### src/rtl/sdram_arb_pkg.sv
// Shared state type, counter width and sizing helper for the sdram port arbiter.
package sdram_arb_pkg;

   typedef enum logic [1:0] {
      IDLE = 2'd0,
      WAIT = 2'd1,
      DONE = 2'd2
   } arb_state_e;

   localparam int unsigned CNT_W = 4;

   // Ceiling log2, minimum 0; used to size the winner index.
   function automatic int unsigned clog2(input int unsigned value);
      int unsigned result;
      result = 0;
      for (int unsigned i = 0; i < 32; i++) begin
         if ((64'd1 << i) < 64'(value)) result = i + 1;
      end
      return result;
   endfunction

endpackage

### src/rtl/sdram_arb_picker.sv
// Combinational winner selection: round-robin from a pointer, or fixed priority
// with port 0 highest. Masked requests are never eligible.
module sdram_arb_picker
   import sdram_arb_pkg::*;
#(
   parameter  int unsigned NUM_PORTS = 3,
   parameter  int unsigned RR_EN     = 1,
   localparam int unsigned IDX_W     = clog2(NUM_PORTS)
) (
   input  logic [NUM_PORTS-1:0] i_req,
   input  logic [NUM_PORTS-1:0] i_mask,
   input  logic [IDX_W-1:0]     i_ptr,
   output logic                 o_valid_c,
   output logic [IDX_W-1:0]     o_idx_c
);

   logic [NUM_PORTS-1:0] w_elig;
   logic [IDX_W-1:0]     w_start;
   logic [31:0]          w_k;
   logic                 w_found;

   assign w_elig    = i_req & ~i_mask;
   assign w_start   = (RR_EN != 0) ? i_ptr : '0;
   assign o_valid_c = |w_elig;

   // Scan ports starting at w_start, wrapping at NUM_PORTS; first eligible wins.
   always_comb begin
      w_k     = '0;
      w_found = 1'b0;
      o_idx_c = '0;
      for (int unsigned i = 0; i < NUM_PORTS; i++) begin
         w_k = 32'(w_start) + i;
         if (w_k >= NUM_PORTS) w_k = w_k - NUM_PORTS;
         if (!w_found && w_elig[w_k[IDX_W-1:0]]) begin
            w_found = 1'b1;
            o_idx_c = w_k[IDX_W-1:0];
         end
      end
   end

endmodule

### src/rtl/sdram_port_arbiter.sv
// N-port req/ack front end for the single-port sdram controller, one access per cep slot.
// Optional per-port grant and stall counters when SDRAM_ARB_STATS_EN is defined.
module sdram_port_arbiter
   import sdram_arb_pkg::*;
#(
   parameter  int unsigned NUM_PORTS  = 3,
   parameter  int unsigned ADDR_W     = 25,
   parameter  int unsigned DATA_W     = 16,
   parameter  int unsigned RD_LATENCY = 8,
   parameter  int unsigned RR_EN      = 1,
   localparam int unsigned DS_W       = DATA_W / 8,
   localparam int unsigned IDX_W      = clog2(NUM_PORTS)
) (
   input  logic                          clk_sys,
   input  logic                          RESET,
   input  logic                          cep,
   input  logic [NUM_PORTS-1:0]          req,
   input  logic [NUM_PORTS-1:0]          we,
   input  logic [NUM_PORTS*ADDR_W-1:0]   addr,
   input  logic [NUM_PORTS*DATA_W-1:0]   wdata,
   input  logic [NUM_PORTS*DS_W-1:0]     ds,
   output logic [NUM_PORTS-1:0]          ack,
   output logic [DATA_W-1:0]             rdata,
   output logic [ADDR_W-1:0]             sdram_addr,
   output logic [DATA_W-1:0]             sdram_din,
   output logic [DS_W-1:0]               sdram_ds,
   output logic                          sdram_we,
   output logic                          sdram_oe,
   input  logic [DATA_W-1:0]             sdram_out,
   output logic                          busy
`ifdef SDRAM_ARB_STATS_EN
   ,
   output logic [NUM_PORTS*16-1:0]       stat_cnt,
   output logic [15:0]                   stall_cnt
`endif
);

   arb_state_e           r_state, w_state_nxt;
   logic [CNT_W-1:0]     r_cnt, w_cnt_nxt;
   logic [IDX_W-1:0]     r_win, w_win_nxt;
   logic [IDX_W-1:0]     r_ptr, w_ptr_nxt;
   logic [NUM_PORTS-1:0] r_mask, w_mask_nxt;
   logic [NUM_PORTS-1:0] r_ack, w_ack_nxt;
   logic [DATA_W-1:0]    r_rdata, w_rdata_nxt;
   logic [ADDR_W-1:0]    r_addr, w_addr_nxt;
   logic [DATA_W-1:0]    r_din, w_din_nxt;
   logic [DS_W-1:0]      r_ds, w_ds_nxt;
   logic                 r_we, w_we_nxt;
   logic                 r_oe, w_oe_nxt;
   logic                 r_busy, w_busy_nxt;

   logic                 w_pick_valid;
   logic [IDX_W-1:0]     w_pick_idx;
   logic                 w_grant;

   sdram_arb_picker #(
      .NUM_PORTS (NUM_PORTS),
      .RR_EN     (RR_EN)
   ) u_picker (
      .i_req     (req),
      .i_mask    (r_mask),
      .i_ptr     (r_ptr),
      .o_valid_c (w_pick_valid),
      .o_idx_c   (w_pick_idx)
   );

   assign w_grant = (r_state == IDLE) && cep && w_pick_valid;

   // State and all registered outputs.
   always_ff @(posedge clk_sys or posedge RESET) begin
      if (RESET) begin
         r_state <= IDLE;
         r_cnt   <= '0;
         r_win   <= '0;
         r_ptr   <= '0;
         r_mask  <= '0;
         r_ack   <= '0;
         r_rdata <= '0;
         r_addr  <= '0;
         r_din   <= '0;
         r_ds    <= '0;
         r_we    <= 1'b0;
         r_oe    <= 1'b0;
         r_busy  <= 1'b0;
      end else begin
         r_state <= w_state_nxt;
         r_cnt   <= w_cnt_nxt;
         r_win   <= w_win_nxt;
         r_ptr   <= w_ptr_nxt;
         r_mask  <= w_mask_nxt;
         r_ack   <= w_ack_nxt;
         r_rdata <= w_rdata_nxt;
         r_addr  <= w_addr_nxt;
         r_din   <= w_din_nxt;
         r_ds    <= w_ds_nxt;
         r_we    <= w_we_nxt;
         r_oe    <= w_oe_nxt;
         r_busy  <= w_busy_nxt;
      end
   end

   // Next state and next register values; ack and mask default low so they pulse.
   always_comb begin
      w_state_nxt = r_state;
      w_cnt_nxt   = r_cnt;
      w_win_nxt   = r_win;
      w_ptr_nxt   = r_ptr;
      w_mask_nxt  = '0;
      w_ack_nxt   = '0;
      w_rdata_nxt = r_rdata;
      w_addr_nxt  = r_addr;
      w_din_nxt   = r_din;
      w_ds_nxt    = r_ds;
      w_we_nxt    = r_we;
      w_oe_nxt    = r_oe;

      case (r_state)
         IDLE: begin
            if (w_grant) begin
               w_state_nxt = WAIT;
               w_win_nxt   = w_pick_idx;
               w_ptr_nxt   = (32'(w_pick_idx) == NUM_PORTS - 1) ? '0
                                                                : w_pick_idx + IDX_W'(1);
               w_addr_nxt  = addr[32'(w_pick_idx) * ADDR_W +: ADDR_W];
               w_din_nxt   = wdata[32'(w_pick_idx) * DATA_W +: DATA_W];
               w_ds_nxt    = ds[32'(w_pick_idx) * DS_W +: DS_W];
               w_we_nxt    = we[w_pick_idx];
               w_oe_nxt    = ~we[w_pick_idx];
               w_cnt_nxt   = CNT_W'(RD_LATENCY - 1);
            end
         end
         WAIT: begin
            if (r_cnt == '0) begin
               w_state_nxt      = DONE;
               w_rdata_nxt      = sdram_out;
               w_ack_nxt[r_win] = 1'b1;
            end else begin
               w_cnt_nxt = r_cnt - CNT_W'(1);
            end
         end
         DONE: begin
            w_state_nxt       = IDLE;
            w_we_nxt          = 1'b0;
            w_oe_nxt          = 1'b0;
            w_mask_nxt[r_win] = 1'b1;
         end
         default: begin
            w_state_nxt = IDLE;
         end
      endcase

      w_busy_nxt = (w_state_nxt != IDLE);
   end

   assign ack        = r_ack;
   assign rdata      = r_rdata;
   assign sdram_addr = r_addr;
   assign sdram_din  = r_din;
   assign sdram_ds   = r_ds;
   assign sdram_we   = r_we;
   assign sdram_oe   = r_oe;
   assign busy       = r_busy;

`ifdef SDRAM_ARB_STATS_EN
   logic [NUM_PORTS*16-1:0] r_stat, w_stat_nxt;
   logic [15:0]             r_stall, w_stall_nxt;
   logic [15:0]             w_stat_sel;

   assign w_stat_sel = r_stat[32'(w_pick_idx) * 16 +: 16];

   // Saturating grant counters and lost-slot counter.
   always_comb begin
      w_stat_nxt  = r_stat;
      w_stall_nxt = r_stall;
      if (w_grant && (w_stat_sel != 16'hFFFF)) begin
         w_stat_nxt[32'(w_pick_idx) * 16 +: 16] = w_stat_sel + 16'd1;
      end
      if (cep && (|req) && (r_state != IDLE) && (r_stall != 16'hFFFF)) begin
         w_stall_nxt = r_stall + 16'd1;
      end
   end

   always_ff @(posedge clk_sys or posedge RESET) begin
      if (RESET) begin
         r_stat  <= '0;
         r_stall <= '0;
      end else begin
         r_stat  <= w_stat_nxt;
         r_stall <= w_stall_nxt;
      end
   end

   assign stat_cnt  = r_stat;
   assign stall_cnt = r_stall;
`endif

endmodule

### config.mk
export PLATFORM = sky130hd
export DESIGN_NAME = sdram_port_arbiter
export DESIGN_NICKNAME = d
export VERILOG_FILES = /design/src/rtl/sdram_arb_pkg.sv /design/src/rtl/sdram_arb_picker.sv /design/src/rtl/sdram_port_arbiter.sv
export SDC_FILE = /design/constraint.sdc
export NUM_CORES = 1
export LEC_CHECK = 0
export ABC_AREA = 0
export CAP_MARGIN = 20
export CORE_MARGIN = 2
export CORE_UTILIZATION = 44
export CTS_CLUSTER_DIAMETER = 40
export DETAILED_ROUTE_END_ITERATION = 6
export PLACE_DENSITY = 0.86
export SLEW_MARGIN = 20
export SYNTH_ARGS = -nofsm -noshare
export SYNTH_HDL_FRONTEND = slang
export SYNTH_HIERARCHICAL = 1
export SYNTH_SLANG_ARGS = --single-unit
export TNS_END_PERCENT = 30
### constraint.sdc
create_clock -name clk_sys -period 5.3 [get_ports clk_sys]
set_input_delay 1.06 -clock clk_sys [delete_from_list [all_inputs] [get_ports clk_sys]]
set_output_delay 1.06 -clock clk_sys [all_outputs]
set_load 0.01 [all_outputs]
==> results by stage, run 1 <==
Status:
- The run finished with clean final reports.

Worst setup path:
- The top cell family by delay on the critical path is buffers and inverters.
- The number of cells on the worst reg-to-reg path is 9.
- The kind of critical path is in -> reg.
- STA classifies the critical path endpoint as a flip-flop.
- The arrival time reported for the critical path endpoint is 4370 ps.
- The data required time at the worst endpoint is 5500 ps.
- In this run the worst path has a maximum fanout of 44.
- In this run the critical register-to-register path is launched from r_ptr[0].
- The setup slack of the most critical reg-to-reg path is 1560 ps.
- The critical-path cell with the highest stage delay is clkinv_2.
- The type of element launching the critical path is an input port.
- The reg-to-reg critical path endpoint is sdram_we.
- Traced cell by cell, the critical path runs through clkdlybuf4s50_1 > or2b_1 > a31oi_1 > o22ai_1 > nor4_2 > clkinv_2 > a221o_1 > a21boi_1.
- The largest stage delay on the critical path is 860 ps.
- Counting both buffers and inverters, the worst setup path holds a total of 2.

Drt:
- The detailed router placed 3863 vias in this run.
- For this run, the detailed router's first-pass iteration total came to 4.
- For this block, the routed nets add up to 12110 um of wire.
- The iteration-0 DRC count of the detailed router is 148.
- The antenna violation net count after detailed routing is 0.
- In the final routed layout, each cell accounts on average for 16.64 um.
- The number of design rule violations left after detail routing is 0.
- After detailed routing, the number of vias per cell comes to 5.306.

GRT:
- The initial antenna violation count is 0.
- The global routing usage summed across all routing layers is 22.40%.
- After global routing the overflow that remains totals 0.
- The via count of the first global-routing pass came to 4010.
- Entering global routing, the biggest net connects 45 pins.
- The first global-routing pass estimated 19800 um of wire.

Logic synthesis:
- The post-synthesis sequential element count is 78.
- The number of flops mapped to enable cells by yosys is 0.
- The number of nets in the synthesized netlist is 542.
- The average footprint of a synthesized cell is 11.61 um2.
- After synthesis the cells add up to 4459 um2.
- Counting flops with an async set or reset pin after synthesis yields a share of 100.0%.
- The most frequently used flop master after synthesis is dfrtp_1.
- The synthesized design spends more area on one cell type than any other, namely dfrtp_1.
- The cell count after synthesis came out at 384.
- Yosys attributes the largest share of cell area to dfrtp_1 44%, a221oi_2 12%, mux2_4 12%, nor2_1 7.7%, mux2_2 5.8%.
- During synthesis, Yosys emitted a total of 6 warnings.
- The top cell type by area accounts for 43.77% of the synthesized area.
- Sequential elements use 43.77% of the synthesized area.
- The number of library cell types mapped by synthesis is 43.

Place:
- Once placement completed, the tool counted placed cells totaling 712.
- In this run the tool buffered the top-level ports with 218 buffer cells.
- The congestion estimate from routability-driven global placement came to 0.8849.
- Once detailed placement completed, the half-perimeter wirelength came to 9137 um.

Clocking:
- The clock passes through at most 2 buffers.
- The clock-pin slew on the worst setup and hold paths is 80 ps.
- TritonCTS built the clock tree.
- The clock buffer count from CTS is 9.
- Post-CTS repair changed the size of 0 cells.
- The maximum level of the CTS H-tree is 3.
- The tree built by TritonCTS fans out to 78 sinks.
- The post-CTS setup buffer count is 0.
- Clock tree synthesis selected as its root buffer the cell clkbuf_8.
- The clock latency on the worst-skew pair is 340 ps.
- The number of buffers inserted for hold repair after clock tree synthesis is 0.

Floorplan:
- The width of the chip is 104.7 um.
- The effective utilization at floorplan is 45.41%.
- The die covers 10960 um2.
- The die is 104.7 um tall.
- The number of top-level design ports is 219.
- The floorplan has 36 rows.
- The placeable core area is 9819 um2.

Finish:
- After the flow finishes, the layout carries non-filler instances totaling 728.
- The area used by multi-input combinational logic is 2285 um2.
- The storage element area is 1952 um2.
- Compared with the post-synthesis result, the final layout area differs by 54.38%.
- The filler cell count in the final layout is 766.
- The repair_antennas step left the layout with diodes totalling 0.
- Of the cells placed in the final design, the portion with a size suffix greater than 1 is 21.18%.
- The final layout contains 748 nets.

Flow run:
- The max-cap violation count is 0.

Min path:
- Along the worst hold path, the cell count comes to 1.
- The path with the worst hold slack has its endpoint at sdram_addr[24].
- The startpoint identified for the worst hold timing path is sdram_addr[24].
- The class of the tightest hold or removal check is reg -> reg.

STA:
- The setup-violating endpoint count in the final report is 0.
- The final count of hold timing violations is 0.
- Measured against its own limit, the worst slew margin works out to 38.12%.
- The number of pins exceeding their max-slew limit in the final report came to 0.
- For the pin with the worst max-slew slack, the measured transition is 928.3 ps.
- The final critical-path share of the clock period is 78.72%.
- The setup skew after layout is 7.036 ps.
- Derived from the worst setup path, the maximum achievable clock frequency is 239.7 MHz.
- The shortest period the worst path allows is 4172 ps.
- Setup repair after global routing left no endpoint under its margin.
- Adding up every negative setup slack in the final design gives 0 ps.

Power:
- Power spread over the standard cell area amounts to 518.5 nW/um2.
- The worst-case IR drop observed on VDD is 0.3816 mV.
- The static leakage is 2.812 nW.
[cell usage after synthesis (6+ instances only)]
cell	n
dfrtp_1	78
buf_2	18
buf_4	6
a221oi_1	6
nor2_1	92
mux2_2	23
nand2_1	15
inv_1	7
nand2b_1	7
mux2_4	36
a221oi_2	36
[registers in the layout, indices dropped and copies added, names as in the netlist]
signal	flops
sdram_we	1
sdram_addr	25
sdram_din	16
r_ptr	2
r_mask	3
ack	3
r_cnt	4
r_win	2
rdata	16
sdram_ds	2
sdram_oe	1
busy	1
r_state	2
[routing by layer]
layer  up-vias  share of wire, %  global-route usage (%)
li1       1803                 -                       -
met1      1849                38                   26.08
met2       186                52                   40.10
met3        25               6.7                   4.928
met4         0               2.5                   8.667
met5         -                 0                       0
[cells by family (layout without fill, tap and decap cells)]
group	after synthesis	in the layout	synth area share (%)
DFF	78	78	43.77
and+or+nand+nor	137	137	13.89
AOI/OAI and AO/OA	65	65	16.84
buffers and inverters	37	248	5.556
adders and majority gates	4	4	1.122
muxes	63	63	18.83
[power breakdown]
group	leakage, nW	internal [mW]	total (mW)	switching [mW]
registers	0.907	0.874	1.04	0.165
logic	1.81	1.04	2.08	1.04
clock network	0.0976	0.242	0.454	0.212
[cell usage in the layout (no fill, tap or decap), drive strengths merged, types with 3 or more instances in the layout]
master         count
nand2             15
ha                 4
mux2              59
clkbuf            11
clkdlybuf4s50    218
a21oi              3
a221oi            42
o21ai              4
nor2              92
inv                6
a31oi              3
dfrtp             78
nor2b              3
mux2i              4
clkinv             3
clkinvlp           3
nand3              3
buf                6
nand2b             7
nor3               4
[worst max path at each step]
stage,from,end,slack [ps],cells after the start
global route,req[2],sdram_we,930,8
finish,req[2],sdram_we,1130,8
floorplan,RESET,ack[0],2240,1
detailed placement,req[2],sdram_we,1280,8
CTS,req[2],sdram_we,1640,8
global placement,req[2],sdram_we,1390,8
[cell type report]
class,instances,share of cell area [%]
clock buffer,11,2.199
clock inverter,5,0.8361
inverter,8,0.4726
multi-input combinational,269,33.19
sequential,78,28.35
tap,133,2.417
timing repair buffer,224,32.53
[per-stage QoR]
step                hold slack [ps]  setup WS, ps  util [%]  area, um2  power (mW)
CTS                           502.1          1637     70.09       6883       3.602
global placement              475.7          1386     67.97       6674       3.059
floorplan                     468.0          2245         -       4459       2.336
detailed placement            483.8          1281     67.97       6674       3.139
finish                        503.0          1128     70.11       6884       3.569
global route                  523.2         927.2     70.11       6884       3.803
Power figures use the tool's default switching activity.
==> inputs of run 2 (changes only) <==
Settings changed: CORE_UTILIZATION 44 to 41, PLACE_DENSITY 0.86 to 0.81.
Clock period 5.3 ns to 4.1 ns, I/O delays scaled along.
==> results by stage, run 2 (same netlist as run 1, synthesis figures left out) <==
Clocking:
- At the later pin of the worst-skew pair, clock insertion delay measures 350 ps.
- The clock tree root driver cell is clkbuf_8.
- The TritonCTS clock tree is yes.
- TritonCTS created 9 clock buffers.
- The post-CTS setup buffer count is 0.
- The H-tree was split into 3 levels.
- The clock-pin slew on the worst setup and hold paths is 80 ps.
- For this design, the CTS-stage hold fixing added 0 buffers.
- The clock drives 78 sinks.
- After clock tree synthesis, the repair step resized 0 gates.
- The maximum root-to-sink buffer count is 2.

Floorplan:
- The die is 108.3 um tall.
- The total area inside the core boundary comes to 10750 um2.
- For this configuration, the core starts out at a cell density of 41.50%.
- After floorplanning, the core was divided into 38 placement rows.
- From left edge to right edge, the die measures 108.3 um.
- 219 I/O pins were placed.
- The area of the die is 11730 um2.

Finish:
- The filler cell count in the final layout is 853.
- The final core utilization is 65.06%.
- The repair_antennas step left the layout with diodes totalling 0.
- Once layout is done, the placed cells without fillers occupy 6990 um2.
- The post-route netlist has 21.40% of its cells at a drive strength greater than 1.
- The library cell used most frequently in the layout, excluding fill and tap cells, is clkdlybuf4s50_1.
- The register with the most flip-flops in the layout has 25 of them.
- The area growth from synthesis to layout is 56.76%.
- The final net count is 751.
- In the layout the commonest cells are 218 x clkdlybuf4s50_1, 92 x nor2_1, 78 x dfrtp_1.

Min path:
- The launch point of the worst hold path is sdram_addr[24].
- The endpoint with the worst hold slack is sdram_addr[24].
- The hold path depth is 1.
- In this run the worst hold path is classified as reg -> reg.

Power:
- The static leakage is 2.861 nW.
- The internal power of the cells totals 2.971 mW.
- Of the total power, combinational logic draws 57.7%.
- The worst voltage drop across the vdd grid is 0.3366 mV.
- The power spent charging and discharging nets is 1.859 mW.
- The power per standard cell area is 690.9 nW/um2.
- The clock network accounts for 14.7% of the total power.
- The part of the total power dissipated in sequential elements is 27.6%.
- After layout, the design draws a total of 4.830 mW.
- Of the total power, the share spent switching nets is 38.49%.

Place:
- The cell area reported after detailed placement is 6743 um2.
- At the end of routability-driven placement, the weighted congestion stood at 0.8817.
- The sum of net half-perimeters after detailed placement is 9283 um.
- The number of buffers added on ports is 218.

STA:
- Timing would allow up to 304.4 MHz.
- The worst hold margin is 489.4 ps.
- The final count of hold timing violations is 0.
- The number of pins exceeding their max-slew limit in the final report is 0.
- Measured against its own limit, the worst slew margin works out to 41.98%.
- The setup-violating endpoint count in the final report is 0.
- Setup total negative slack on the finished layout was measured at 0 ps.
- Setup repair after global routing left no endpoint under its margin.
- For the pin with the worst max-slew slack, the measured transition is 869.3 ps.
- The setup skew after layout is 8.710 ps.
- The final critical-path share of the clock period is 80.13%.
- Subtracting the final worst setup slack from the clock period gives 3285 ps.

Drt:
- The per-cell via count in the routed design is 5.214.
- After detailed routing, the total wire length is 12270 um.
- The final route contains 3848 vias.
- The number of design rule violations left after detail routing is 0.
- After the first detailed-routing iteration, the DRC count stood at 115.
- The antenna violation net count after detailed routing is 0.
- The first detailed-routing pass took 4 iterations.
- The per-cell routed wire length is 16.62 um.

Worst setup path:
- For the worst flop-to-flop path, the logic depth is 10.
- The type of element launching the critical path is an input port.
- The worst register-to-register path has a setup slack of 1090 ps.
- The top fanout value on the critical path is 23.
- The arrival time reported for the critical path endpoint is 3520 ps.
- The start of the worst register-to-register path is r_ptr[0].
- The worst setup path is captured at a flip-flop.
- STA puts the critical path data required time at 4340 ps.
- The reg-to-reg critical path endpoint is sdram_addr[22].
- By startpoint and endpoint, the worst setup path is classified as in -> reg.

GRT:
- The initial antenna violation count was 0.
- For this run the aggregate overflow at the end of global routing stands at 0.
- The first-pass GRT wire length is 19020 um.
- The via count of the first global-routing pass is 4029.
- The global routing usage summed across all routing layers is 20.92%.
- The largest net degree at the start of global routing is 50.

Flow run:
- The max-cap violation count is 0.

Status:
- The flow ran to the end, and the final reports show no timing, DRC or antenna violations.
[run 2: metrics by stage]
stage / instances / setup WS [ps]
after floorplan: 384 / 1285
final: 738 / 814.6
after global placement: 722 / 610.6
after CTS: 738 / 851.9
after detailed placement: 722 / 474.9
after global routing: 738 / 573.3
[run 2: layout make-up]
| type | instances | area [um2] | share of cell area [%] |
|---|---|---|---|
| Timing Repair Buffer | 227 | 2300 | 32.90 |
| Multi-Input combinational cell | 269 | 2285 | 32.68 |
| Sequential cell | 78 | 1952 | 27.92 |
| Tap cell | 140 | 175.2 | 2.506 |
| Clock buffer | 11 | 141.4 | 2.023 |
| Clock inverter | 5 | 106.4 | 1.521 |
| Inverter | 8 | 31.28 | 0.4475 |
[run 2: power by group through the flow]
stage               logic, mW  clock network [mW]  registers, mW
global placement         2.73                   0           1.33
CTS                      2.82               0.725           1.34
global route             3.01               0.759           1.38
finish                   2.79               0.709           1.33
floorplan                1.55                   0           1.47
detailed placement       2.82                   0           1.35
[run 2: metal layers]
layer  vias up  wire length [um]  GRT usage [%]
met3        29               960          5.124
met5         -                 0              0
li1       1806                 -              -
met2       174              6334          37.56
met1      1839              4655          23.21
met4         0               314          9.799
[run 2: worst max-delay path, cell delays in order]
cell	delay, ps
clkdlybuf4s50_1	490
or2b_1	300
a31oi_1	230
o22ai_1	120
nor4_2	490
inv_2	390
buf_12	280
a221oi_1	280
nor2_1	70
[run 2: worst max path at each step]
stage / start / depth (start not counted) / endpoint
2_1_floorplan: RESET / 1 / ack[0]
3_5_place_dp: req[2] / 9 / sdram_addr[22]
4_1_cts: req[2] / 9 / sdram_addr[22]
5_1_grt: req[2] / 9 / sdram_addr[22]
6_report: req[2] / 9 / sdram_addr[22]
3_3_place_gp: req[2] / 9 / sdram_addr[22]
